`src/rtl/binary_to_bcd_if.sv`:
```
// binary_to_bcd_if
//   Carries the binary count into the converter and the packed BCD result out
//   to the digit multiplexer.
//   bitcode : unsigned binary value (BIN_W bits), driven by the master
//   bcdcode : packed BCD, 4 bits per digit, ones digit in [3:0], driven by the slave
interface binary_to_bcd_if #(
   parameter int BIN_W  = 10,
   parameter int DIGITS = 4
) ();
   logic [BIN_W-1:0]    bitcode;
   logic [4*DIGITS-1:0] bcdcode;

   modport master (output bitcode, input  bcdcode);
   modport slave  (input  bitcode, output bcdcode);
endinterface

```
`src/rtl/binary_to_bcd.sv`:
```
// binary_to_bcd
//   Converts an unsigned binary count (reaction time in ms) into packed BCD
//   digits for the 7-segment display path. The double-dabble conversion is
//   fully combinational; the result is registered once (1-cycle latency, one
//   new input per cycle, no enable).
//   Ports:
//      clk    : system clock, rising edge
//      rst_n  : asynchronous active-low reset, clears bcdcode
//      bus    : binary_to_bcd_if.slave (bitcode in, bcdcode out)
module binary_to_bcd #(
   parameter int BIN_W  = 10,
   parameter int DIGITS = 4
) (
   input  logic             clk,
   input  logic             rst_n,
   binary_to_bcd_if.slave   bus
);

   localparam int BCD_W = 4 * DIGITS;

   function automatic longint unsigned pow10(input int n);
      longint unsigned p;
      p = 64'd1;
      for (int k = 0; k < n; k++) begin
         p = p * 64'd10;
      end
      return p;
   endfunction

   localparam longint unsigned MAX_IN = (64'd1 << BIN_W) - 64'd1;

   // Every representable input must fit in the digit count; otherwise the
   // top bits would silently fall off the shift chain.
   if (pow10(DIGITS) <= MAX_IN) begin : g_range_err
      $error("binary_to_bcd: DIGITS too small for BIN_W");
   end

   logic [BCD_W-1:0] w_bcd;
   logic [BCD_W-1:0] r_bcdcode;

   // Shift-and-add-3: correct every digit >= 5 before each shift, MSB first.
   // Digits beyond the range never receive a bit, so they stay zero.
   always_comb begin
      w_bcd = '0;
      for (int i = BIN_W - 1; i >= 0; i--) begin
         for (int d = 0; d < DIGITS; d++) begin
            if (w_bcd[d*4 +: 4] >= 4'd5) begin
               w_bcd[d*4 +: 4] = w_bcd[d*4 +: 4] + 4'd3;
            end
         end
         w_bcd = {w_bcd[BCD_W-2:0], bus.bitcode[i]};
      end
   end

   always_ff @(posedge clk or negedge rst_n) begin
      if (!rst_n) begin
         r_bcdcode <= '0;
      end else begin
         r_bcdcode <= w_bcd;
      end
   end

   assign bus.bcdcode = r_bcdcode;

endmodule

```
`src/flat_wrapper.sv`:
```
// flat-port wrapper written by rule: the top's interface ports become plain ports
module binary_to_bcd_flat 
#(
   parameter int BIN_W  = 10,
   parameter int DIGITS = 4
)
  (clk, rst_n, bus_bitcode, bus_bcdcode);
  binary_to_bcd_if #(.BIN_W(BIN_W), .DIGITS(DIGITS)) bus_i ();
  input  logic clk;
  input  logic rst_n;
  input wire logic [$bits(bus_i.bitcode)-1:0] bus_bitcode;
  output wire logic [$bits(bus_i.bcdcode)-1:0] bus_bcdcode;
  assign bus_i.bitcode = bus_bitcode;
  assign bus_bcdcode = bus_i.bcdcode;
  binary_to_bcd #(.BIN_W(BIN_W), .DIGITS(DIGITS)) u_core (.clk(clk), .rst_n(rst_n), .bus(bus_i));
endmodule
```
`config.mk`:
```
export PLATFORM = sky130hd
export DESIGN_NAME = binary_to_bcd_flat
export DESIGN_NICKNAME = d
export VERILOG_FILES = /design/src/rtl/binary_to_bcd_if.sv /design/src/rtl/binary_to_bcd.sv /design/src/flat_wrapper.sv
export SDC_FILE = /design/constraint.sdc
export NUM_CORES = 1
export LEC_CHECK = 0
export BUFFER_PORTS_ARGS = -buffer_cell sky130_fd_sc_hd__buf_2
export CAP_MARGIN = 20
export CORE_MARGIN = 1
export CORE_UTILIZATION = 23
export DETAILED_ROUTE_END_ITERATION = 8
export SYNTH_ARGS = -nofsm -noshare
export SYNTH_HDL_FRONTEND = slang
export SYNTH_SLANG_ARGS = --single-unit
```
`constraint.sdc`:
```
create_clock -name clk -period 0.8 [get_ports clk]
set_input_delay 0.04 -clock clk [delete_from_list [all_inputs] [get_ports clk]]
set_output_delay 0.04 -clock clk [all_outputs]
set_load 0.02 [all_outputs]
```
==> run metrics <==
outcome finished with violations; violated checks setup timing; crit-path max cell delay 500 ps; Final Max Slew Viols 0; Die Wd 97.17 um; register area share after synthesis 15.62%; Setup WS post-layout -4048 ps; GRT Resource Usage Total 13.39%; syn_area_per_cell 7.603 um^2; vias in the first global route 2472; Core Region 0.008763 mm^2; max-cap viol count 0; Place WS -4445 ps; CTS clk-pin slew, worst paths 50 ps; largest net degree at the start of global routing 24; CP Launch Type input port; distinct cell type count after synthesis 69; power per cell area 2658 mW/mm^2; synth cell count leaders nand2_1 (31), nor2_1 (28), o21ai_0 (19); post-synthesis sequential element count 13; I/O pins 28; Area Overhead vs Synth 74.29%; cell mode on critical path buf_4; mapped cell area 0.002083 mm^2; Filler cells 853; Setup TNS -43080 ps; WL per Instance 13.09 um; VDD IR-drop max 1.267 mV; post-layout util 41.43%; fmax 0.2063 GHz; area share of the largest cell type after synthesis 15.62%; Placed Cells 481; H-tree level count 1; largest cells by area after synthesis dfrtp_1 (16%), ha_1 (6.6%), nand2_1 (5.6%); starting density of the core 23.77%; port bufs 24; critical path required time 960 ps; die area 0.009442 mm^2; max reg flops 13; Final min period 4848 ps; Starting DRT DRC Count 144; Rows 34; Final #Nets 427; Non-Filler Cell Area, Final 0.003631 mm^2; LEAKAGE 0.001605 uW; CTS sink cnt 13; most frequent cell after synthesis nand2_1; global placer's final weighted congestion 0.8800; drt drc 0; antenna cells 0; final hold violation count 0; Post-synth EDFFs 0; clk root buf clkbuf_8; setup violators final 12; share of cells above drive strength 1 52.11%; Synth async-reset ratio 100.0%; Max clock buf depth 2; Finished Layout Cells 511; Worst Hold Class in -> reg; Primary FF master, synth dfrtp_1; DRT Pass-1 Iters 5; Period Utilization, post-route 606.0%; Post-DP HPWL 4883 um; post-route ant nets 0; Slowest-stage cell, CP or4_4; first-pass GRT wire length 10910 um; crit path DAT 5010 ps; RSZ-0062 raised after global routing yes; crit path max fanout 5; Via Count 2539; Detailed Route WL 6689 um; vias per cell 4.969; Mapped Cells 274; crit end category flop; Syn. warnings 0; CTS tree yes; initial antenna violation count 0; crit path kind in -> reg; grt ovf 0; placed inst area 0.003059 mm^2; Inserted Clock Buffers 3; Die Height 97.17 um; Yosys top cell by area dfrtp_1
through the flow:
stage	power [uW]	hold slack, ps
after floorplan	5158	-255.6
after global placement	7130	-70.19
after detailed placement	7282	-67.87
after CTS	8827	179.9
after global routing	10340	226.2
final	9649	221.5
power breakdown:
group / leakage, uW / internal (uW) / switching, uW
logic: 0.00142 / 4320 / 3770
registers: 0.000161 / 902 / 102
clock network: 0.0000255 / 342 / 215
placed cells by master (no fill, tap or decap), types with 5 or more instances in the layout:
cell type,count
o21ai_0,15
o21ai_1,6
buf_2,12
nand2_1,28
o211ai_1,5
inv_1,10
xnor2_2,5
nor2_1,22
mux2i_1,5
buf_6,17
dfrtp_1,13
a21oi_1,13
buf_4,108
cell type report:
class,count,area (um^2),area share [%]
clock buffer,3,41.29,1.137
clock inverter,1,5.005,0.1378
inverter,14,71.32,1.964
multi-input combinational,231,1931,53.17
sequential,13,325.3,8.959
tap,108,135.1,3.722
timing repair buffer,141,1122,30.91
final timing paths:
check | start | end | cells past startpoint
setup / recovery | bus_bitcode[8] | u_core.bus.bcdcode[7]$_DFF_PN0_ | 28
min in group asynchronous | rst_n | u_core.bus.bcdcode[9]$_DFF_PN0_ | 2
max in group asynchronous | rst_n | u_core.bus.bcdcode[4]$_DFF_PN0_ | 2
hold / removal | bus_bitcode[2] | u_core.bus.bcdcode[2]$_DFF_PN0_ | 3
critical path: cells and delay by family:
family                     cells  cell delay (ps)
buffers and inverters          7              730
adders and majority gates      3              590
muxes                          2              390
and+or+nand+nor                9             1750
xor gates and xnor gates       2              270
AOI/OAI and AO/OA              5             1220
routing by layer:
metal  part of all wire (%)  vias up  GRT usage [%]
li1                       -     1272              -
met1                     43     1201          16.28
met2                     52       56          25.08
met3                    3.1       10          1.367
met4                    1.4        0          3.100
met5                      0        -              0
logic make-up after synthesis:
logic type,Yosys count,synth area share [%]
simple gates,104,26.01
compound gates,94,33.82
mux,11,6.486
flops,13,15.62
other cells,1,0.1800
xor+xnor,8,4.084
buf+inv,32,7.207
fa+ha+maj,11,6.607
what timing repair did:
item                                    CTS  global route
cloned                                    0             0
gates resized for setup                  27            45
hold buffers                              2             0
buffers inserted                         15            11
pin swaps                                11            12
endpoints found under the setup margin   13            23
endpoints found under the hold margin    14             0
Note: power is estimated with default switching activity, not from simulation.
